$ cat src/rtl/gate_exerciser.sv
// gate_exerciser: steps a 2-input gate block through its 4 input vectors.
// Optional comparator enabled by defining GATE_EXERCISER_SELFCHECK_EN.
module gate_exerciser #(
  parameter int DEB_CYC    = 16,
  parameter int TICK_DIV   = 100000000,
  parameter int SETTLE_CYC = 4
) (
  input  logic       clk,
  input  logic       rst_n,
  input  logic       step_btn,
  input  logic       auto_en,
  input  logic [7:0] y_in,
  output logic       a,
  output logic       b,
  output logic [1:0] vec_idx,
  output logic [7:0] y_cap,
  output logic       pass,
  output logic       fail,
  output logic [7:0] fail_cnt
);
  localparam int DW = $clog2(DEB_CYC + 1);
  localparam int TW = $clog2(TICK_DIV + 1);
  localparam int SW = $clog2(SETTLE_CYC + 1);

  localparam logic [1:0] IDLE    = 2'd0;
  localparam logic [1:0] SETTLE  = 2'd1;
  localparam logic [1:0] CHECK   = 2'd2;
  localparam logic [1:0] ADVANCE = 2'd3;

  logic          s1;
  logic          s2;
  logic          deb_lvl;
  logic          deb_q;
  logic [DW-1:0] deb_cnt;
  logic [TW-1:0] pre_cnt;
  logic [SW-1:0] set_cnt;
  logic [1:0]    state;
  logic [1:0]    vec_nxt;
  logic          tick;
  logic          btn_evt;
  logic          evt;

  assign btn_evt = deb_lvl & ~deb_q;
  assign tick    = auto_en && (pre_cnt == TW'(TICK_DIV - 1));
  assign evt     = btn_evt | tick;
  assign vec_nxt = vec_idx + 2'd1;

  // two-flop synchronizer for the raw button
  always_ff @(posedge clk or negedge rst_n) begin
    if (!rst_n) begin
      s1 <= 1'b0;
      s2 <= 1'b0;
    end else begin
      s1 <= step_btn;
      s2 <= s1;
    end
  end

  // debounce: take the new level once it has differed for DEB_CYC cycles
  always_ff @(posedge clk or negedge rst_n) begin
    if (!rst_n) begin
      deb_cnt <= '0;
      deb_lvl <= 1'b0;
      deb_q   <= 1'b0;
    end else begin
      deb_q <= deb_lvl;
      if (s2 == deb_lvl) begin
        deb_cnt <= '0;
      end else if (deb_cnt == DW'(DEB_CYC - 1)) begin
        deb_lvl <= s2;
        deb_cnt <= '0;
      end else begin
        deb_cnt <= deb_cnt + DW'(1);
      end
    end
  end

  // auto-step prescaler, parked at 0 while disabled
  always_ff @(posedge clk or negedge rst_n) begin
    if (!rst_n) begin
      pre_cnt <= '0;
    end else if (!auto_en || tick) begin
      pre_cnt <= '0;
    end else begin
      pre_cnt <= pre_cnt + TW'(1);
    end
  end

  // step sequencer: settle, capture, check, advance
  always_ff @(posedge clk or negedge rst_n) begin
    if (!rst_n) begin
      state   <= IDLE;
      set_cnt <= '0;
      y_cap   <= 8'h00;
      vec_idx <= 2'd0;
      a       <= 1'b0;
      b       <= 1'b0;
    end else begin
      unique case (1'b1)
        (state == IDLE): begin
          if (evt) begin
            state   <= SETTLE;
            set_cnt <= SW'(SETTLE_CYC - 1);
          end
        end
        (state == SETTLE): begin
          if (set_cnt == '0) begin
            y_cap <= y_in;
            state <= CHECK;
          end else begin
            set_cnt <= set_cnt - SW'(1);
          end
        end
        (state == CHECK): begin
          state <= ADVANCE;
        end
        default: begin
          vec_idx <= vec_nxt;
          a       <= vec_nxt[1];
          b       <= vec_nxt[0];
          state   <= IDLE;
        end
      endcase
    end
  end

`ifdef GATE_EXERCISER_SELFCHECK_EN
  logic [7:0] exp_y;

  // expected gate outputs for the vector currently applied
  always_comb begin
    exp_y = 8'hEC;
    unique case (1'b1)
      (vec_idx == 2'd0): exp_y = 8'hEC;
      (vec_idx == 2'd1): exp_y = 8'h56;
      (vec_idx == 2'd2): exp_y = 8'h96;
      default:           exp_y = 8'h23;
    endcase
  end

  // comparator and saturating mismatch counter
  always_ff @(posedge clk or negedge rst_n) begin
    if (!rst_n) begin
      pass     <= 1'b0;
      fail     <= 1'b0;
      fail_cnt <= 8'h00;
    end else if (state == CHECK) begin
      pass <= (y_cap == exp_y);
      fail <= (y_cap != exp_y);
      if ((y_cap != exp_y) && (fail_cnt != 8'hFF)) begin
        fail_cnt <= fail_cnt + 8'd1;
      end
    end
  end
`else
  assign pass     = 1'b0;
  assign fail     = 1'b0;
  assign fail_cnt = 8'h00;
`endif

endmodule

$ cat config.mk
export PLATFORM = sky130hd
export DESIGN_NAME = gate_exerciser
export DESIGN_NICKNAME = d
export VERILOG_FILES = /design/src/rtl/gate_exerciser.sv
export SDC_FILE = /design/constraint.sdc
export NUM_CORES = 1
export LEC_CHECK = 0
export ABC_CLOCK_PERIOD_IN_PS = 1930
export BUFFER_PORTS_ARGS = -buffer_cell sky130_fd_sc_hd__buf_4
export CAP_MARGIN = 30
export CORE_AREA = 2 2 75 77
export DETAILED_ROUTE_END_ITERATION = 10
export DIE_AREA = 0 0 77 79
export PLACE_DENSITY = 0.7
export SLEW_MARGIN = 20
export SYNTH_ARGS = -nofsm -noshare
export SYNTH_HDL_FRONTEND = slang
export SYNTH_SLANG_ARGS = --single-unit
export TNS_END_PERCENT = 100
$ cat constraint.sdc
create_clock -name clk -period 1.93 [get_ports clk]
set_clock_uncertainty 0.15 [all_clocks]
set_input_delay 0.386 -clock clk [delete_from_list [all_inputs] [get_ports clk]]
set_output_delay 0.386 -clock clk [all_outputs]
set_load 0.05 [all_outputs]
==> metrics <==
Detail Route Antenna Nets=0; routed vias=1719; count of mapped cells out of synthesis=230; final routed wire length divided by cell count=12.05 um; Detail Placement HPWL=2993 um; setup slack after placement=-0.01918 ns; count of buffer and inverter cells on the critical path=2; Power Internal=2.045 mW; master cell of the clock root buffer=sky130_fd_sc_hd__clkbuf_8; met1 layer wirelength in the final routing=1981 um; number of synthesized register bits=51; PnR Total Power=3.362 mW; cell area after technology mapping=0.002486 mm2; most instantiated library cell after synthesis=sky130_fd_sc_hd__dfrtp_1; part of the total power dissipated in the clock network=0.197; pin count of the biggest net entering global routing=52; Unique masters post-synth=36; routed wire length on met3=131 um; unrepaired setup endpoints after global routing=true; global-route wire length before repair=7389 um; final WL=4266 um; max-cap check violation count=0; met2 WL=2082 um; number of antenna violations at the first check in global routing=0; actual transition at the worst max-transition pin=0.6361 ns; dominant cells by area after synthesis=sky130_fd_sc_hd__dfrtp_1, sky130_fd_sc_hd__xor2_1, sky130_fd_sc_hd__nor2_1, sky130_fd_sc_hd__xnor2_1, sky130_fd_sc_hd__ha_1; number of global-route vias before repair=1701; start-to-end type of the worst setup path=reg2reg; number of endpoints failing setup at the final stage=0; final core occ=0.5670; gp weighted congestion=0.7316; max incr delay on CP=0.41 ns; Sequential Power Share=0.404; maximum resistive drop on vdd=900.3 uV; critical path data arrival time=1.92 ns; post-synthesis cell type with the largest combined area=sky130_fd_sc_hd__dfrtp_1; Die X-Extent=77 um; Fin Setup TNS=0 ns; switching power total=1.318 mW; Gate power share=0.399; placeable core region=0.005338 mm2; number of enable flip-flop cells after synthesis=0; CTS clk-pin slew, worst paths=0.09 ns; sequential cell area fraction in the yosys report=0.5133; placed inst area=0.002829 mm2; gate family responsible for the most delay along the worst path=simple AND/OR/NAND/NOR gates; Overflow after GRT=0; Post-layout nets=301; insertion delay to the later sink of the worst-skew pair=0.30 ns; H-tree depth reported by CTS=2; Final Cell Area=0.003027 mm2; Final period util=0.9569; Post-synth ARST share=1.000; initial standard-cell utilization of the core=0.4658; Area growth syn-to-layout=21.74%; Worst path slowest cell=sky130_fd_sc_hd__dfrtp_2; Max clock buf depth=2; final worst slack=0.08317 ns; Worst Setup End Kind=register; Core Rows=27; Max Transition Viols Final=0; number of DRC markers after the initial detailed-route iteration=87; TritonCTS buffer count=5; fraction of post-synthesis cell area in the top cell type by area=0.5133; power per standard cell area=1111 mW/mm2; count of buffers from port buffering=23; peak clock frequency supported by timing=0.5415 GHz; mean instance size in the synthesized netlist=10.81 um2; Critical Path RT=2.00 ns; top layer used by detailed routing=met4; switching portion of total power=0.3919; floorplan die height=79 um; total leakage power=1.431 nW; startpoint class of the critical path=register; mean number of vias per cell=4.856; I/O Pins=34; top cell types by occurrence after synthesis=sky130_fd_sc_hd__dfrtp_1, sky130_fd_sc_hd__nor2_1, sky130_fd_sc_hd__xor2_1, sky130_fd_sc_hd__nand2_1; final critical-path required period=1.847 ns; Total Routing Usage GR=0.1499; maximum fanout count along the critical path=7; cell-by-cell listing of the critical path=nand4_1 -> nor4_4 -> a41oi_4 -> buf_4 -> buf_4 -> o22ai_1; remaining routing DRC violations=0; most used cell, CP=sky130_fd_sc_hd__buf_4; worst min path class=in2reg; sink count of the clock tree=51; worst max-slew margin expressed relative to the limit=0.5760; ratio of cells with drive above 1 in the final layout=0.2766; final hold viol count=0; first-pass iteration count of the detailed router=4; clock tree from TritonCTS=done; commonest register cell after synthesis=sky130_fd_sc_hd__dfrtp_1; die area=0.006083 mm2; synth warn=0; total inserted antenna cells=0; run status=completed
-- cells by family after synthesis --
| logic type | Yosys count | synth area share |
|---|---|---|
| buffers and inverters | 23 | 0.05385 |
| AO/OA/AOI/OAI | 13 | 0.03473 |
| AND/OR/NAND/NOR | 96 | 0.2144 |
| other | 1 | 0.001508 |
| multiplexers | 8 | 0.03624 |
| adder cells (fa/ha/maj) | 8 | 0.04026 |
| XOR/XNOR | 30 | 0.1057 |
| flip-flops | 51 | 0.5133 |
-- routing by layer --
layer	up-vias	global-route usage
li1	848	-
met1	832	0.1978
met2	32	0.2421
met3	7	0.03295
met4	0	0.06071
met5	-	0
-- per-stage QoR --
stage	std cells	hold WS (ns)
global route	354	0.02039
finish	354	0.03619
floorplan	239	-0.05959
detailed placement	339	0.1865
global placement	339	0.1821
CTS	348	0.02650
-- final timing paths --
check | from | end | slack, ns | cells past startpoint
hold / removal | step_btn | s1 | 0.04 | 1
setup / recovery | pre_cnt[16] | state[1] | 0.08 | 6
min in group asynchronous | rst_n | pre_cnt[16] | 0.50 | 2
max in group asynchronous | rst_n | pre_cnt[4] | 0.66 | 2
setup reg to reg | pre_cnt[16] | state[1] | 0.08 | 6
hold reg to reg | s1 | s2 | 0.20 | 0
-- cells in the final DEF (no fill, tap or decap), types with 7 or more instances in the layout --
cell type                  instances
sky130_fd_sc_hd__conb_1           10
sky130_fd_sc_hd__xor2_1           18
sky130_fd_sc_hd__nor2_1           40
sky130_fd_sc_hd__xnor2_1          12
sky130_fd_sc_hd__clkbuf_8          7
sky130_fd_sc_hd__buf_4            48
sky130_fd_sc_hd__nand4_1           7
sky130_fd_sc_hd__nand2_1          15
sky130_fd_sc_hd__mux2_2            8
sky130_fd_sc_hd__ha_1              7
sky130_fd_sc_hd__dfrtp_1          47
sky130_fd_sc_hd__nand3_1          10
sky130_fd_sc_hd__inv_1             8
-- power groups by stage --
stage	Combinational (mW)	Sequential (mW)	Clock, mW
5_1_grt	1.44	1.38	0.732
4_1_cts	1.30	1.35	0.688
2_1_floorplan	0.581	1.74	0
3_3_place_gp	1.26	1.36	0
3_5_place_dp	1.30	1.37	0
6_report	1.34	1.36	0.661
-- layout make-up --
type,count,area [um2]
multi-input combinational,165,1144
tap,72,90.09
clock buffer,8,100.1
sequential,51,1281
fill,502,2311
timing repair buffer,50,381.6
inverter,8,30.03
-- sequential cells by signal, summed over array words and instances, names as in the netlist --
register  count
state         2
deb_cnt       5
vec_idx       1
pre_cnt      27
s2            1
deb_lvl       1
set_cnt       3
y_cap         8
a             1
deb_q         1
s1            1
-- timing repair --
action / 4_1_cts / 5_1_grt
pin swaps: 1 / 5
hold endpoints to repair: 51 / 0
setup endpoints to repair: 2 / 12
gates cloned: 0 / 0
gates resized for setup: 0 / 11
buffers inserted: 0 / 6
hold buffers: 1 / 0
Note: power is estimated with default switching activity, not from simulation.
